==> src/rtl/stopwatch_pkg.sv <==
// stopwatch_pkg: shared FSM encodings and default digit configuration for the stopwatch counter
package stopwatch_pkg;
    typedef enum logic [1:0] {
        ST_IDLE  = 2'd0,
        ST_RUN   = 2'd1,
        ST_PAUSE = 2'd2
    } state_e;
    localparam int DIGIT_W_DEF = 4;
    localparam logic [15:0] MODULI_DEF = 16'h6A6A;
endpackage

==> src/rtl/digit_inc.sv <==
// digit_inc: combinational modulo-M single-digit incrementer
//   d       current digit value
//   cin     increment request (carry in)
//   modulus digit modulus; 0 encodes 2^W
//   q       next digit value
//   cout    carry out, set when the digit rolls from modulus-1 to 0
module digit_inc
    import stopwatch_pkg::*;
#(
    parameter int W = DIGIT_W_DEF
) (
    input  logic [W-1:0] d,
    input  logic         cin,
    input  logic [W-1:0] modulus,
    output logic [W-1:0] q,
    output logic         cout
);
    logic at_max;
    // modulus 0 minus 1 wraps to all ones, giving the 2^W case for free
    assign at_max = d == modulus - W'(1);
    assign cout   = cin && at_max;
    assign q      = cin ? (at_max ? '0 : d + W'(1)) : d;
endmodule

==> src/rtl/stopwatch_counter.sv <==
// stopwatch_counter: cascaded modulo-N digit counter with run/pause/clear control and lap-hold latch
//   clk, rst_n  clock and asynchronous active-low reset
//   tick        count-enable pulse
//   start_stop  toggles run/pause
//   clear       zeroes the count when not running
//   lap         toggles lap hold
//   count       live counter value
//   disp        lap_reg while lapped, otherwise count
//   running     high in RUN
//   lapped      lap hold active
//   wrap        one-cycle pulse after full rollover
module stopwatch_counter
    import stopwatch_pkg::*;
#(
    parameter int                            NUM_DIGITS = 4,
    parameter int                            DIGIT_W    = DIGIT_W_DEF,
    parameter logic [NUM_DIGITS*DIGIT_W-1:0] MODULI     = MODULI_DEF
) (
    input  logic                          clk,
    input  logic                          rst_n,
    input  logic                          tick,
    input  logic                          start_stop,
    input  logic                          clear,
    input  logic                          lap,
    output logic [NUM_DIGITS*DIGIT_W-1:0] count,
    output logic [NUM_DIGITS*DIGIT_W-1:0] disp,
    output logic                          running,
    output logic                          lapped,
    output logic                          wrap
);
    localparam int W = NUM_DIGITS * DIGIT_W;

    state_e          state_q, state_d;
    logic [W-1:0]    count_q, count_d, lap_q, lap_d, inc;
    logic            lapped_q, lapped_d, wrap_q, wrap_d;
    logic [NUM_DIGITS:0] carry;

    assign carry[0] = tick && state_q == ST_RUN;

    // ripple carry: each digit sees the combinational carry of all lower digits
    for (genvar i = 0; i < NUM_DIGITS; i++) begin : g_digit
        digit_inc #(.W(DIGIT_W)) u_digit (
            .d      (count_q[i*DIGIT_W +: DIGIT_W]),
            .cin    (carry[i]),
            .modulus(MODULI[i*DIGIT_W +: DIGIT_W]),
            .q      (inc[i*DIGIT_W +: DIGIT_W]),
            .cout   (carry[i+1])
        );
    end

    always_comb begin
        state_d  = state_q;
        count_d  = inc;
        lap_d    = lap_q;
        lapped_d = lapped_q;
        wrap_d   = carry[NUM_DIGITS];
        case (state_q)
            ST_IDLE: begin
                if (clear) lapped_d = 1'b0;
                else if (start_stop) state_d = ST_RUN;
            end
            ST_RUN: begin
                if (start_stop) state_d = ST_PAUSE;
                if (lap) lapped_d = !lapped_q;
                // capture uses the pre-increment value
                if (lap && !lapped_q) lap_d = count_q;
            end
            ST_PAUSE: begin
                if (clear) begin
                    state_d  = ST_IDLE;
                    count_d  = '0;
                    lapped_d = 1'b0;
                end else begin
                    if (start_stop) state_d = ST_RUN;
                    if (lap) lapped_d = 1'b0;
                end
            end
            default: state_d = ST_IDLE;
        endcase
    end

    always_ff @(posedge clk or negedge rst_n) begin
        if (!rst_n) begin
            state_q  <= ST_IDLE;
            count_q  <= '0;
            lap_q    <= '0;
            lapped_q <= 1'b0;
            wrap_q   <= 1'b0;
        end else begin
            state_q  <= state_d;
            count_q  <= count_d;
            lap_q    <= lap_d;
            lapped_q <= lapped_d;
            wrap_q   <= wrap_d;
        end
    end

    assign count   = count_q;
    assign disp    = lapped_q ? lap_q : count_q;
    assign running = state_q == ST_RUN;
    assign lapped  = lapped_q;
    assign wrap    = wrap_q;
endmodule
==> config.mk <==
export PLATFORM = sky130hd
export DESIGN_NAME = stopwatch_counter
export DESIGN_NICKNAME = d
export VERILOG_FILES = /design/src/rtl/stopwatch_pkg.sv /design/src/rtl/digit_inc.sv /design/src/rtl/stopwatch_counter.sv
export SDC_FILE = /design/constraint.sdc
export NUM_CORES = 1
export LEC_CHECK = 0
export ABC_AREA = 1
export CORE_ASPECT_RATIO = 0.7
export CORE_MARGIN = 2
export CORE_UTILIZATION = 45
export CTS_BUF_LIST = sky130_fd_sc_hd__clkbuf_2
export DETAILED_ROUTE_END_ITERATION = 8
export GPL_TIMING_DRIVEN = 0
export MAX_ROUTING_LAYER = met4
export PLACE_DENSITY_LB_ADDON = 0.05
export SLEW_MARGIN = 20
export SYNTH_ARGS = -nofsm -noshare
export SYNTH_HDL_FRONTEND = slang
export SYNTH_SLANG_ARGS = --single-unit
==> constraint.sdc <==
create_clock -name clk -period 2.8 [get_ports clk]
set_input_delay 0.28 -clock clk [delete_from_list [all_inputs] [get_ports clk]]
set_output_delay 0.28 -clock clk [all_outputs]
set_load 0.01 [all_outputs]
# Yosys cells after proc, flatten, opt, wreduce, memory -nomap -nowiden
# Index checks and enable logic that the tools add are counted.
[totals]
ff_bits = 36
out_inout_bits = 35
in_bits = 6
[op_classes]
addsub = 4
n_reduce_logical = 12
muxes = 21
n_eq_ne = 11
[ops]
columns = ["cell", "n"]
rows = [
  ["two-way mux 16 bit", 3],
  ["two-way mux 4 bit", 8],
  ["adder 4 x 1 -> 4 bit (second input constant)", 4],
  ["equality test 4 x 3 -> 1 bit (second input constant)", 2],
  ["equality test 4 bit (second input constant)", 2],
  ["two-way mux 2 bit", 4],
  ["!= test 2 bit (second input constant)", 4],
  ["logical AND 1 bit", 6],
  ["case mux 2 bit (3 select lines)", 1],
  ["two-way mux 1 bit", 4],
  ["AND reduction 2 bit", 2],
  ["AND reduction 4 bit", 1],
  ["!= test 3 bit (second input constant)", 1],
  ["case mux 1 bit (3 select lines)", 1],
  ["nonzero test 3 bit", 1],
  ["equality test 2 x 1 -> 1 bit (second input constant)", 1],
  ["equality test 2 bit (second input constant)", 1],
  ["logical NOT 2 bit", 1],
  ["logical NOT 1 bit", 1],
]

# Logic depth before layout (Yosys ltp)
[logic_depth]
depth_word = 8
mapped_depth = 9
depth_no_buf = 9

# By module
# A second synthesis with hierarchy kept.
[unflattened]
cells_unflattened = 373
hier_area_um2 = 2549.9
[by_module_without_submodules]
columns = ["module", "instances", "cells_per_inst", "seq_area_each_um2", "area_each_um2"]
rows = [
  ["stopwatch_counter", 1, 177, 900.9, 1589.0],
  ["digit_inc", 4, 49, 0.0, 240.2],
]

# Worst setup path before layout
# OpenSTA, ideal clock, no wires.
[synth_path]
path_kind = "reg2out"
start = "register lapped_q (netlist: lapped)"
end = "output port disp[10]"
n_path_buf = 2
slack_ps = 1469
required_ps = 2520
path_stages_with_launch = 5
arrival_time_ps = 1051
cell_sequence = "dfrtp_1 > clkbuf_1 > clkbuf_1 > nand2_1 > o21ai_0"
[synth_via]
elab_chain_cells = 1
[synth_lines]
columns = ["element", "line_no", "rtl"]
rows = [
  ["from (decl)", "stopwatch_counter.sv:35", "logic lapped_q, lapped_d, wrap_q, wrap_d;"],
  ["from (signal assigned)", "stopwatch_counter.sv:93", "lapped_q <= lapped_d;"],
  ["two-way mux 16 bit", "stopwatch_counter.sv:99", "assign disp = lapped_q ? lap_q : count_q;"],
  ["to (decl)", "stopwatch_counter.sv:26", "output logic [NUM_DIGITS*DIGIT_W-1:0] disp,"],
]
# No other way between the ends.

# Worst setup path after layout
[layout_path]
start = "register lapped_q (netlist: lapped)"
end = "output port disp[5]"
# The elaborated chain is that of the path after synthesis.

==> results_dict.tcl <==
set metrics [dict create \
    status "complete, no violations" \
    core.rowCount 19 \
    syn_area_um2 1850 \
    clock_path_buffers 2 \
    grt_overflow 0 \
    use_met3_pct 4.67 \
    finalHoldViolations 0 \
    setup_slack_ps 350 \
    grt_max_degree 22 \
    final_common_cell "nand2_1" \
    drive_gt1_share_pct 12.5 \
    path_clk_slew_ps 190 \
    setup_viol 0 \
    grt_pass1_wl_um 7520 \
    grt_use_met2_pct 30.2 \
    portBuffers 40 \
    cts_buffers 5 \
    min_path_type "primary input to async pin" \
    route.antenna.remaining_nets 0 \
    first_pass_iters 4 \
    grt_use_met1_pct 33.2 \
    insertion_delay_ps 390 \
    rsz0062_at_grt "no" \
    finalSetupTns_ps 0 \
    ios 41 \
    worst-setup-path-type "register to output pin" \
    coreArea_um2 3950 \
    crit_path_end_kind "output pin" \
    die_height_um 57.7 \
    initial_core_util_pct 47.0 \
    grt_use_total_pct 22.2 \
    critPathLaunchType "register" \
    antenna_found_initial 0 \
    cts_tree "done" \
    root_buffer "clkbuf_2" \
    dpl.hpwl_um 3290 \
    post_cts_resized 0 \
    tightest_slew_ps 443 \
    max_freq_ghz 0.408 \
    finish.instance_area_um2 2390 \
    seq_area_frac_synth_pct 48.6 \
    synth_cell_types 26 \
    drc_errors 0 \
    place_area_um2 2340 \
    gp_congestion 0.779 \
    crit_path_cell_trace "clkbuf_1, clkbuf_1, nand2_1, o21ai_0, clkdlybuf4s50_1" \
    syn_area_per_cell_um2 7.79 \
    fin_nets 293 \
    synth_nets 244 \
    vdd_ir_drop_max_v 0.000285 \
    required_ps 2520 \
    netlist_instances 238 \
    fillerInstances 384 \
    slowest_delay_ps 580 \
    totalWireLength_um 4440 \
    post-place-ws_ps 772 \
    worst_slew_margin_rel_pct 70.5 \
    htree_levels 2 \
    drv_slew 0 \
    vias 1735 \
    cp_common_cell "clkbuf_1" \
    grt_pass1_vias 1568 \
    syn_to_final_growth_pct 28.9 \
    crit_path_max_fanout 10 \
    cts_setup_buffers 0 \
    leakage_uw 0.00110 \
    maxCapViolations 0 \
    cp_slowest_cell "clkdlybuf4s50_1" \
    drt_iter0_drc 136 \
    ys_seq_elements 36 \
    cts_hold_buf 1 \
    antennaDiodeCount 0 \
    top_usage_layer "met1" \
    viasPerCell 5.10 \
    cp.arrival_ps 2170 \
    yosysWarningCount 0 \
    powerDensity_nw_per_um2 450 \
    final_cell_mix "nand2_1 (67), clkdlybuf4s50_1 (39), dfrtp_1 (36)" \
    wl_per_cell_um 13.1 \
    skew_ps 24.2 \
    cts_num_sinks 36 \
    min_period_over_period_pct 87.5 \
    min_period_ps 2450 \
    dieWidth_um 80.7 \
    dieArea_um2 4660 \
]
## synth_stat cells (all sizes together)
cell type  number  area, µm²
a21oi          10       50.1
a31oi           2       12.5
buf             3       21.3
clkbuf          4       15.0
clkinv          1       5.00
dfrtp          36        901
inv            27        101
nand2          74        300
nand3          11       72.6
nand4           1       6.26
nor2           23        133
nor3            4       20.0
nor4            1       6.26
o21ai          39        195
o22ai           1       6.26
xor2            1       8.76
## final timing paths
kind / from / endpoint / slack (ps) / cells after the start
worst max-delay path: lapped / disp[5] / 350 / 5
worst min-delay path: rst_n / lap_q[9] / 320 / 2
worst max register to register: count[9] / count[15] / 1320 / 8
max in group asynchronous: rst_n / lap_q[3] / 2020 / 3
worst min register to register: lap_q[11] / lap_q[11] / 510 / 2
min in group clk: clear / state_q[0] / 490 / 2
## through the flow
step,hold WS [ps],std cells,utilization (%),power [µW]
finish,321,340,60.6,1080
global route,332,340,60.6,1150
CTS,325,340,60.6,1090
detailed placement,239,331,59.4,850
global placement,465,330,58.8,843
floorplan,-15.6,238,-,734
## logic make-up (layout without fill, tap and decap cells)
family                    count (synthesis)  in the layout  share of synthesized area (%)
and+or+nand+nor                         114            114                           29.0
buffers and inverters                    35             85                           7.69
xor gates and xnor gates                  1              1                          0.472
AOI/OAI and AO/OA                        52             52                           14.2
DFF                                      36             36                           48.6
## state kept, by name (all words and copies together) (netlist names)
signal / flops
wrap: 1
count: 16
lap_q: 16
state_q: 2
lapped: 1
## worst max-delay path, delay by kind of cell (launching register included)
family,cells,cell delay [ps]
buffers and inverters,3,1220
DFF,1,370
AOI/OAI and AO/OA,1,120
and+or+nand+nor,1,80
## power by group
| part | switching (µW) | internal, µW |
|---|---|---|
| combinational | 134 | 103 |
| clock | 169 | 66.9 |
| sequential | 39.4 | 563 |
| total | 343 | 733 |
## area by class of cell
type / instances / area (µm²) / area share [%]
Inverter: 28 / 106 / 4.45
Buffer: 7 / 36.3 / 1.52
Tap cell: 52 / 65.1 / 2.72
Timing Repair Buffer: 42 / 433 / 18.1
Clock inverter: 1 / 3.75 / 0.157
Multi-Input combinational cell: 167 / 811 / 33.9
Sequential cell: 36 / 901 / 37.7
Clock buffer: 7 / 35.0 / 1.47
## layer usage
| metal | up-vias | routed length, µm | share of wire (%) |
|---|---|---|---|
| met2 | 44 | 1900 | 43 |
| li1 | 859 | - | - |
| met4 | 0 | 47 | 1.1 |
| met5 | - | 0 | 0 |
| met3 | 5 | 246 | 5.5 |
| met1 | 827 | 2240 | 50 |
(Power assumes the default switching activity.)
